$ cat src/rtl/spi_frame_receiver.sv
// SPI slave receiver that assembles multi-channel audio frames from a serial bit stream.
// Completed words and whole frames are published with single-cycle strobes; truncated frames are flagged.
module spi_frame_receiver #(
  parameter int  WORD_WIDTH   = 16,
  parameter int  NUM_CHANNELS = 2,
  parameter bit  LSB_FIRST    = 1'b0,
  parameter bit  CONTINUOUS   = 1'b0,
  localparam int CHAN_BITS    = (NUM_CHANNELS > 1) ? $clog2(NUM_CHANNELS) : 1,
  localparam int FRAME_BITS   = NUM_CHANNELS * WORD_WIDTH
) (
  input  logic                  serial_clk,
  input  logic                  reset,
  input  logic                  chip_select,
  input  logic                  mosi,
  output logic [WORD_WIDTH-1:0] word_out,
  output logic [CHAN_BITS-1:0]  word_chan,
  output logic                  word_valid,
  output logic [FRAME_BITS-1:0] data_out,
  output logic                  frame_valid,
  output logic                  frame_error,
  output logic [WORD_WIDTH-1:0] shift_reg_out
);

  localparam int BIT_BITS = $clog2(WORD_WIDTH);
  localparam logic [BIT_BITS-1:0]  LAST_BIT  = BIT_BITS'(WORD_WIDTH - 1);
  localparam logic [BIT_BITS-1:0]  BIT_ONE   = BIT_BITS'(1);
  localparam logic [CHAN_BITS-1:0] LAST_CHAN = CHAN_BITS'(NUM_CHANNELS - 1);
  localparam logic [CHAN_BITS-1:0] CHAN_ONE  = CHAN_BITS'(1);

  typedef enum logic [1:0] {IDLE, SHIFT, HOLD} state_t;

  state_t                state, state_n;
  logic [WORD_WIDTH-1:0] sr, sr_n, sr_shift;
  logic [BIT_BITS-1:0]   bit_cnt, bit_n;
  logic [CHAN_BITS-1:0]  chan_cnt, chan_n;
  logic [FRAME_BITS-1:0] staging, staging_n;
  logic [WORD_WIDTH-1:0] word_out_n;
  logic [CHAN_BITS-1:0]  word_chan_n;
  logic                  word_valid_n;
  logic [FRAME_BITS-1:0] data_out_n;
  logic                  frame_valid_n;
  logic                  frame_error_n;

  assign sr_shift = LSB_FIRST ? {mosi, sr[WORD_WIDTH-1:1]} : {sr[WORD_WIDTH-2:0], mosi};
  assign shift_reg_out = sr;

  always_ff @(posedge serial_clk) begin
    if (!reset) begin
      state       <= IDLE;
      sr          <= '0;
      bit_cnt     <= '0;
      chan_cnt    <= '0;
      staging     <= '0;
      word_out    <= '0;
      word_chan   <= '0;
      word_valid  <= 1'b0;
      data_out    <= '0;
      frame_valid <= 1'b0;
      frame_error <= 1'b0;
    end else begin
      state       <= state_n;
      sr          <= sr_n;
      bit_cnt     <= bit_n;
      chan_cnt    <= chan_n;
      staging     <= staging_n;
      word_out    <= word_out_n;
      word_chan   <= word_chan_n;
      word_valid  <= word_valid_n;
      data_out    <= data_out_n;
      frame_valid <= frame_valid_n;
      frame_error <= frame_error_n;
    end
  end

  always_comb begin
    state_n       = state;
    sr_n          = sr;
    bit_n         = bit_cnt;
    chan_n        = chan_cnt;
    staging_n     = staging;
    word_out_n    = word_out;
    word_chan_n   = word_chan;
    word_valid_n  = 1'b0;
    data_out_n    = data_out;
    frame_valid_n = 1'b0;
    frame_error_n = 1'b0;

    if (chip_select) begin
      // Entering SHIFT always samples a bit, so nonzero counters mean a partial frame.
      state_n = IDLE;
      sr_n    = '0;
      bit_n   = '0;
      chan_n  = '0;
      if (state == SHIFT && (bit_cnt != '0 || chan_cnt != '0))
        frame_error_n = 1'b1;
    end else if (state == IDLE || state == SHIFT) begin
      state_n = SHIFT;
      if (bit_cnt == LAST_BIT) begin
        word_out_n   = sr_shift;
        word_chan_n  = chan_cnt;
        word_valid_n = 1'b1;
        staging_n[int'(chan_cnt)*WORD_WIDTH +: WORD_WIDTH] = sr_shift;
        sr_n  = '0;
        bit_n = '0;
        if (chan_cnt == LAST_CHAN) begin
          data_out_n    = staging_n;
          frame_valid_n = 1'b1;
          chan_n        = '0;
          state_n       = CONTINUOUS ? SHIFT : HOLD;
        end else begin
          chan_n = chan_cnt + CHAN_ONE;
        end
      end else begin
        sr_n  = sr_shift;
        bit_n = bit_cnt + BIT_ONE;
      end
    end
  end

endmodule

$ cat config.mk
export PLATFORM = sky130hd
export DESIGN_NAME = spi_frame_receiver
export DESIGN_NICKNAME = d
export VERILOG_FILES = /design/src/rtl/spi_frame_receiver.sv
export SDC_FILE = /design/constraint.sdc
export NUM_CORES = 1
export LEC_CHECK = 0
export ABC_AREA = 1
export BUFFER_PORTS_ARGS = -buffer_cell sky130_fd_sc_hd__clkbuf_2
export CAP_MARGIN = 25
export CORE_MARGIN = 2
export CORE_UTILIZATION = 54
export CTS_CLUSTER_SIZE = 40
export DETAILED_ROUTE_END_ITERATION = 10
export HOLD_SLACK_MARGIN = 0.02
export PLACE_DENSITY = 0.84
export SLEW_MARGIN = 20
export SYNTH_ARGS = -nofsm -noshare
export SYNTH_HDL_FRONTEND = slang
export SYNTH_SLANG_ARGS = --single-unit
$ cat constraint.sdc
create_clock -name serial_clk -period 1.6 [get_ports serial_clk]
set_clock_uncertainty 0.05 [all_clocks]
set_input_delay 0 -clock serial_clk [delete_from_list [all_inputs] [get_ports serial_clk]]
set_output_delay 0 -clock serial_clk [all_outputs]
set_load 0.05 [all_outputs]
Word-level counts from Yosys, hierarchy flattened
Cells that the tools add are included.
{"block": "word_totals", "regBits": 107, "inputBits": 4, "out_inout_bits": 68, "wordCells": 43}
{"block": "classes", "n_addsub": 3, "n_eq_ne": 2, "shifts": 2, "n_mux": 9, "bitwise_logic": 4, "n_reduce_logical": 12}
{"op": "5-bit negator with 33-bit output", "count": 1}
{"op": "16-bit by 33-bit variable shift with 32-bit output (first input constant)", "count": 1}
{"op": "16-bit by 33-bit variable part select with 32-bit output", "count": 1}
{"op": "32-bit bitwise mux", "count": 1}
{"op": "16-bit 2-to-1 mux", "count": 1}
{"op": "4-bit by 1-bit adder with 4-bit output (second input constant)", "count": 1}
{"op": "4-bit equality test (second input constant)", "count": 1}
{"op": "1-bit 2-to-1 mux", "count": 4}
{"op": "2-bit 2-to-1 mux", "count": 2}
{"op": "4-bit 2-to-1 mux", "count": 1}
{"op": "1-bit inverter", "count": 4}
{"op": "2-bit AND reduction", "count": 2}
{"op": "4-bit AND reduction", "count": 1}
{"op": "4-bit nonzero test", "count": 1}
{"op": "4-bit OR reduction", "count": 1}
{"op": "3-bit AND reduction", "count": 1}
{"op": "3-bit OR reduction", "count": 1}
{"op": "2-bit by 1-bit equality test with 1-bit output (second input constant)", "count": 1}
{"op": "2-bit zero test", "count": 1}
{"op": "1-bit logical OR", "count": 2}
{"op": "2-bit OR reduction", "count": 1}
{"op": "1-bit adder (second input constant)", "count": 1}
{"op": "1-bit logical AND", "count": 1}

Longest topological paths before layout
{"block": "logic_depth", "ltp_word": 4, "ltp_mapped": 8, "ltp_nobuf": 7}

Worst setup path after synthesis
No wires, ideal clock.
{"block": "synth_path", "path_kind": "reg2reg", "start": "register bit_cnt[1]", "end": "register sr[3] (netlist: shift_reg_out[3])", "setup_ns": 0.118, "t_arrival_ns": 1.169, "required_ns": 1.432, "path_slack_ns": 0.263, "path_stages_with_launch": 8, "n_path_buf": 1, "synth_period_minus_slack_ns": 1.337, "path_cell_list": "dfxtp_1 ha_1 nand2_1 nor2_4 inv_1 nand2_4 buf_6 nor2_1"}
{"block": "synth_between", "elab_chain_len": 2}
{"element": "from (decl)", "line_no": "34", "text": "logic [BIT_BITS-1:0] bit_cnt, bit_n;"}
{"element": "from (signal assigned)", "line_no": "63", "text": "bit_cnt <= bit_n;"}
{"element": "4-bit equality test", "line_no": "98", "text": "if (bit_cnt == LAST_BIT) begin"}
{"element": "16-bit 2-to-1 mux", "line_no": "98"}
{"element": "to (signal assigned)", "line_no": "62", "text": "sr <= sr_n;"}
{"element": "to (decl)", "line_no": "33", "text": "logic [WORD_WIDTH-1:0] sr, sr_n, sr_shift;"}
Every way passes these cells.
A chain may end at the register's enable or synchronous reset.

Final worst setup path
{"block": "layout_path", "start": "register bit_cnt[0]", "end": "register data_out[23]"}
{"block": "layout_between", "elab_chain_len": 2}
{"element": "4-bit equality test", "line_no": "98"}
{"element": "4-bit AND reduction (no source line)"}
{"element": "to (signal assigned)", "line_no": "69", "text": "data_out <= data_out_n;"}
{"element": "to (decl)", "line_no": "18", "text": "output logic [FRAME_BITS-1:0] data_out,"}
Every way passes these cells.

==> metrics.cfg <==
[clocking]
cts.reportedPaths.clkPinSlew_ns = 0.08
cts_root_buf = clkbuf_8
cts_sinks = 91
cts_buffers = 9
clockBufferDepth = 2
cts_max_level = 3
tritoncts = built
worstSkewPairLatency_ns = 0.36

[floorplan]
die_x_um = 86.5
die_area_um2 = 7490
core_area_um2 = 6680
dieHeight_um = 86.5
placementRows = 30
boundaryPins = 72
start_util_pct = 55.0

[min_path]
hold_depth = 3
hp-class = in -> reg
hold_end = word_out[1]$_SDFFE_PN0P_
min_from = reset

[yosys]
netlist_area_um2 = 3680
syn_area_per_cell_um2 = 7.35
synth_cell_types = 22
synth_cells = 500
syn_nets = 506
seq_area_frac_synth_pct = 49.5
yosysWarnings = 0
ys_ff_latch = 91

[global_route]
first_global_vias = 3115
grt_antenna_before_repair = 0
gr-usage-all-layers_pct = 24.4
grt.overflow.total = 0
grt_max_degree = 49
grt_pass1_wl_um = 14500

[setup_path]
reg2reg_from = bit_cnt[0]$_SDFFE_PP0P_
crit_slowest_cell = dfxtp_2
r2r_slack_ns = 0.10
worstPathArrival_ns = 1.70
r2r-end = data_out[23]$_SDFFE_PN0P_
reg2regPathDepth = 8
slowest_delay_ns = 0.33
startpoint_type = register
crit_type = reg -> reg
end_kind = register
required_ns = 1.80
path_cells = ha_1 -> buf_4 -> nand2_1 -> nor2_4 -> buf_12 -> clkbuf_16 -> a21oi_1 -> nor2_1
critical_path_peak_fanout = 19

[timing]
min_period_over_period_pct = 93.6
setup_tns_ns = 0
relSlewSlack_pct = 68.2
rsz0062_at_grt = no
slew_violations = 0
tightest_slew_ns = 0.477
timing.hold.ws_ns = 0.0666
finalSetupViolations = 0
hold_viol = 0
fmax_mhz = 667
fin_crit_ns = 1.50

[place]
port_buffers = 71
dp_hpwl_um = 5920
place_congestion = 0.871

[drt]
dr_wl_met3_um = 729
wl_um = 9130
viasPerCell = 5.34
drc = 0
ant_nets = 0
dr_total_vias = 3494
dr.max_layer_used = met4
drt-met1-wl_um = 3940
wl_per_cell_um = 14.0
wl_met2_um = 4270
firstDrtPassIters = 7
drtIter0Drc = 347

[final_layout]
area_delta_synth_final_pct = 20.0
num-nets-final = 575
fillerInstances = 560
num_antenna_cells = 0
drive_gt1_share_pct = 20.4

[pwr]
p_leak_nw = 1.97
p_per_area_nw_per_um2 = 965
ir_worst_vdd_v = 0.000630
total_power_w = 0.00426

[status]
outcome = completed

[flow_run]
maxCapViolCount = 0

## where the power goes
part           switching (W)  internal, W  total (W)  leakage (nW)
Combinational      0.0000864    0.0000330   0.000119          1.12
Clock               0.000781      0.00108    0.00186         0.117
Sequential        0.00000612      0.00227    0.00228         0.734
## per-stage QoR
step	cell area [um2]	utilization [%]	setup WS (ns)	cells
after CTS	4320	64.6	0.0523	650
after floorplan	3680	-	0.263	500
final	4410	66.0	0.102	654
after global routing	4410	66.0	0.0115	654
after detailed placement	4050	60.7	0.0773	632
after global placement	4050	60.7	0.159	632
## how the worst max path moves through the flow
stage | start | end | slack (ns)
2_1_floorplan | bit_cnt[1]$_SDFFE_PP0P_ | shift_reg_out[3]$_SDFFE_PP0P_ | 0.26
3_3_place_gp | bit_cnt[1]$_SDFFE_PP0P_ | data_out[2]$_SDFFE_PN0P_ | 0.16
3_5_place_dp | bit_cnt[1]$_SDFFE_PP0P_ | data_out[11]$_SDFFE_PN0P_ | 0.08
4_1_cts | bit_cnt[1]$_SDFFE_PP0P_ | data_out[11]$_SDFFE_PN0P_ | 0.05
5_1_grt | bit_cnt[0]$_SDFFE_PP0P_ | data_out[23]$_SDFFE_PN0P_ | 0.01
6_report | bit_cnt[0]$_SDFFE_PP0P_ | data_out[23]$_SDFFE_PN0P_ | 0.10
## metal layers
layer | global-route usage (%) | vias up
li1 | - | 1730
met1 | 32.4 | 1592
met2 | 39.2 | 153
met3 | 4.38 | 19
met4 | 9.94 | 0
met5 | 0 | -
## area by class of cell
class	count	area, um2	share of cell area (%)
clock buffers	12	145	3.29
clock inverters	4	97.6	2.21
inverters	30	113	2.55
multi-input cells	345	1530	34.6
flip-flops and latches	91	1820	41.3
well taps	80	100	2.27
repair buffers	92	607	13.8
## sequential cells by signal, indices dropped and copies added (netlist names)
name           cells
word_chan          1
data_out          32
shift_reg_out     16
frame_error        1
chan_cnt           1
staging           16
word_valid         1
frame_valid        1
bit_cnt            4
word_out          16
state              2
## critical path: cells and delay by family (launching register included)
kind | cells | cell delay (ns)
AND/OR/NAND/NOR | 3 | 0.22
AO/OA/AOI/OAI | 1 | 0.14
flip-flops | 1 | 0.33
buffers and inverters | 3 | 0.44
adder cells (fa/ha/maj) | 1 | 0.21
## synth_stat cells
library cell / number / area, um2
a21oi_1: 37 / 185
a31oi_1: 1 / 6.26
buf_1: 4 / 15.0
buf_2: 8 / 40.0
buf_4: 3 / 22.5
buf_6: 9 / 101
clkbuf_1: 10 / 37.5
dfxtp_1: 91 / 1820
ha_1: 2 / 25.0
inv_1: 28 / 105
inv_2: 2 / 7.51
nand2_1: 130 / 488
nand2_2: 1 / 6.26
nand2_4: 1 / 11.3
nand3_1: 31 / 155
nand3_2: 2 / 20.0
nand4_1: 2 / 12.5
nor2_1: 76 / 285
nor2_2: 2 / 12.5
nor2_4: 3 / 33.8
nor3_1: 6 / 30.0
o21ai_0: 51 / 255
## placed cells by master, fill, tap and decap left out, types with 4 or more instances in the layout
cell type / n
nand2_1: 130
buf_12: 4
dfxtp_1: 89
clkbuf_8: 10
nand3_1: 31
nor3_1: 6
inv_1: 28
o21ai_0: 51
nor2_1: 76
a21oi_1: 37
clkbuf_2: 71
buf_4: 12
## logic make-up after synthesis
group | after synthesis | share of synthesized area, %
AO/OA/AOI/OAI | 89 | 12.1
buffers and inverters | 64 | 8.95
AND/OR/NAND/NOR | 254 | 28.7
flip-flops | 91 | 49.5
adder cells (fa/ha/maj) | 2 | 0.680
## repair_timing
| item | CTS | global route |
|---|---|---|
| buffers inserted | 0 | 2 |
| resized for setup | 0 | 3 |
| endpoints found under the setup margin | 0 | 19 |
| hold endpoints to repair | 4 | 0 |
| hold buffers | 2 | 0 |
(Power assumes the default switching activity.)
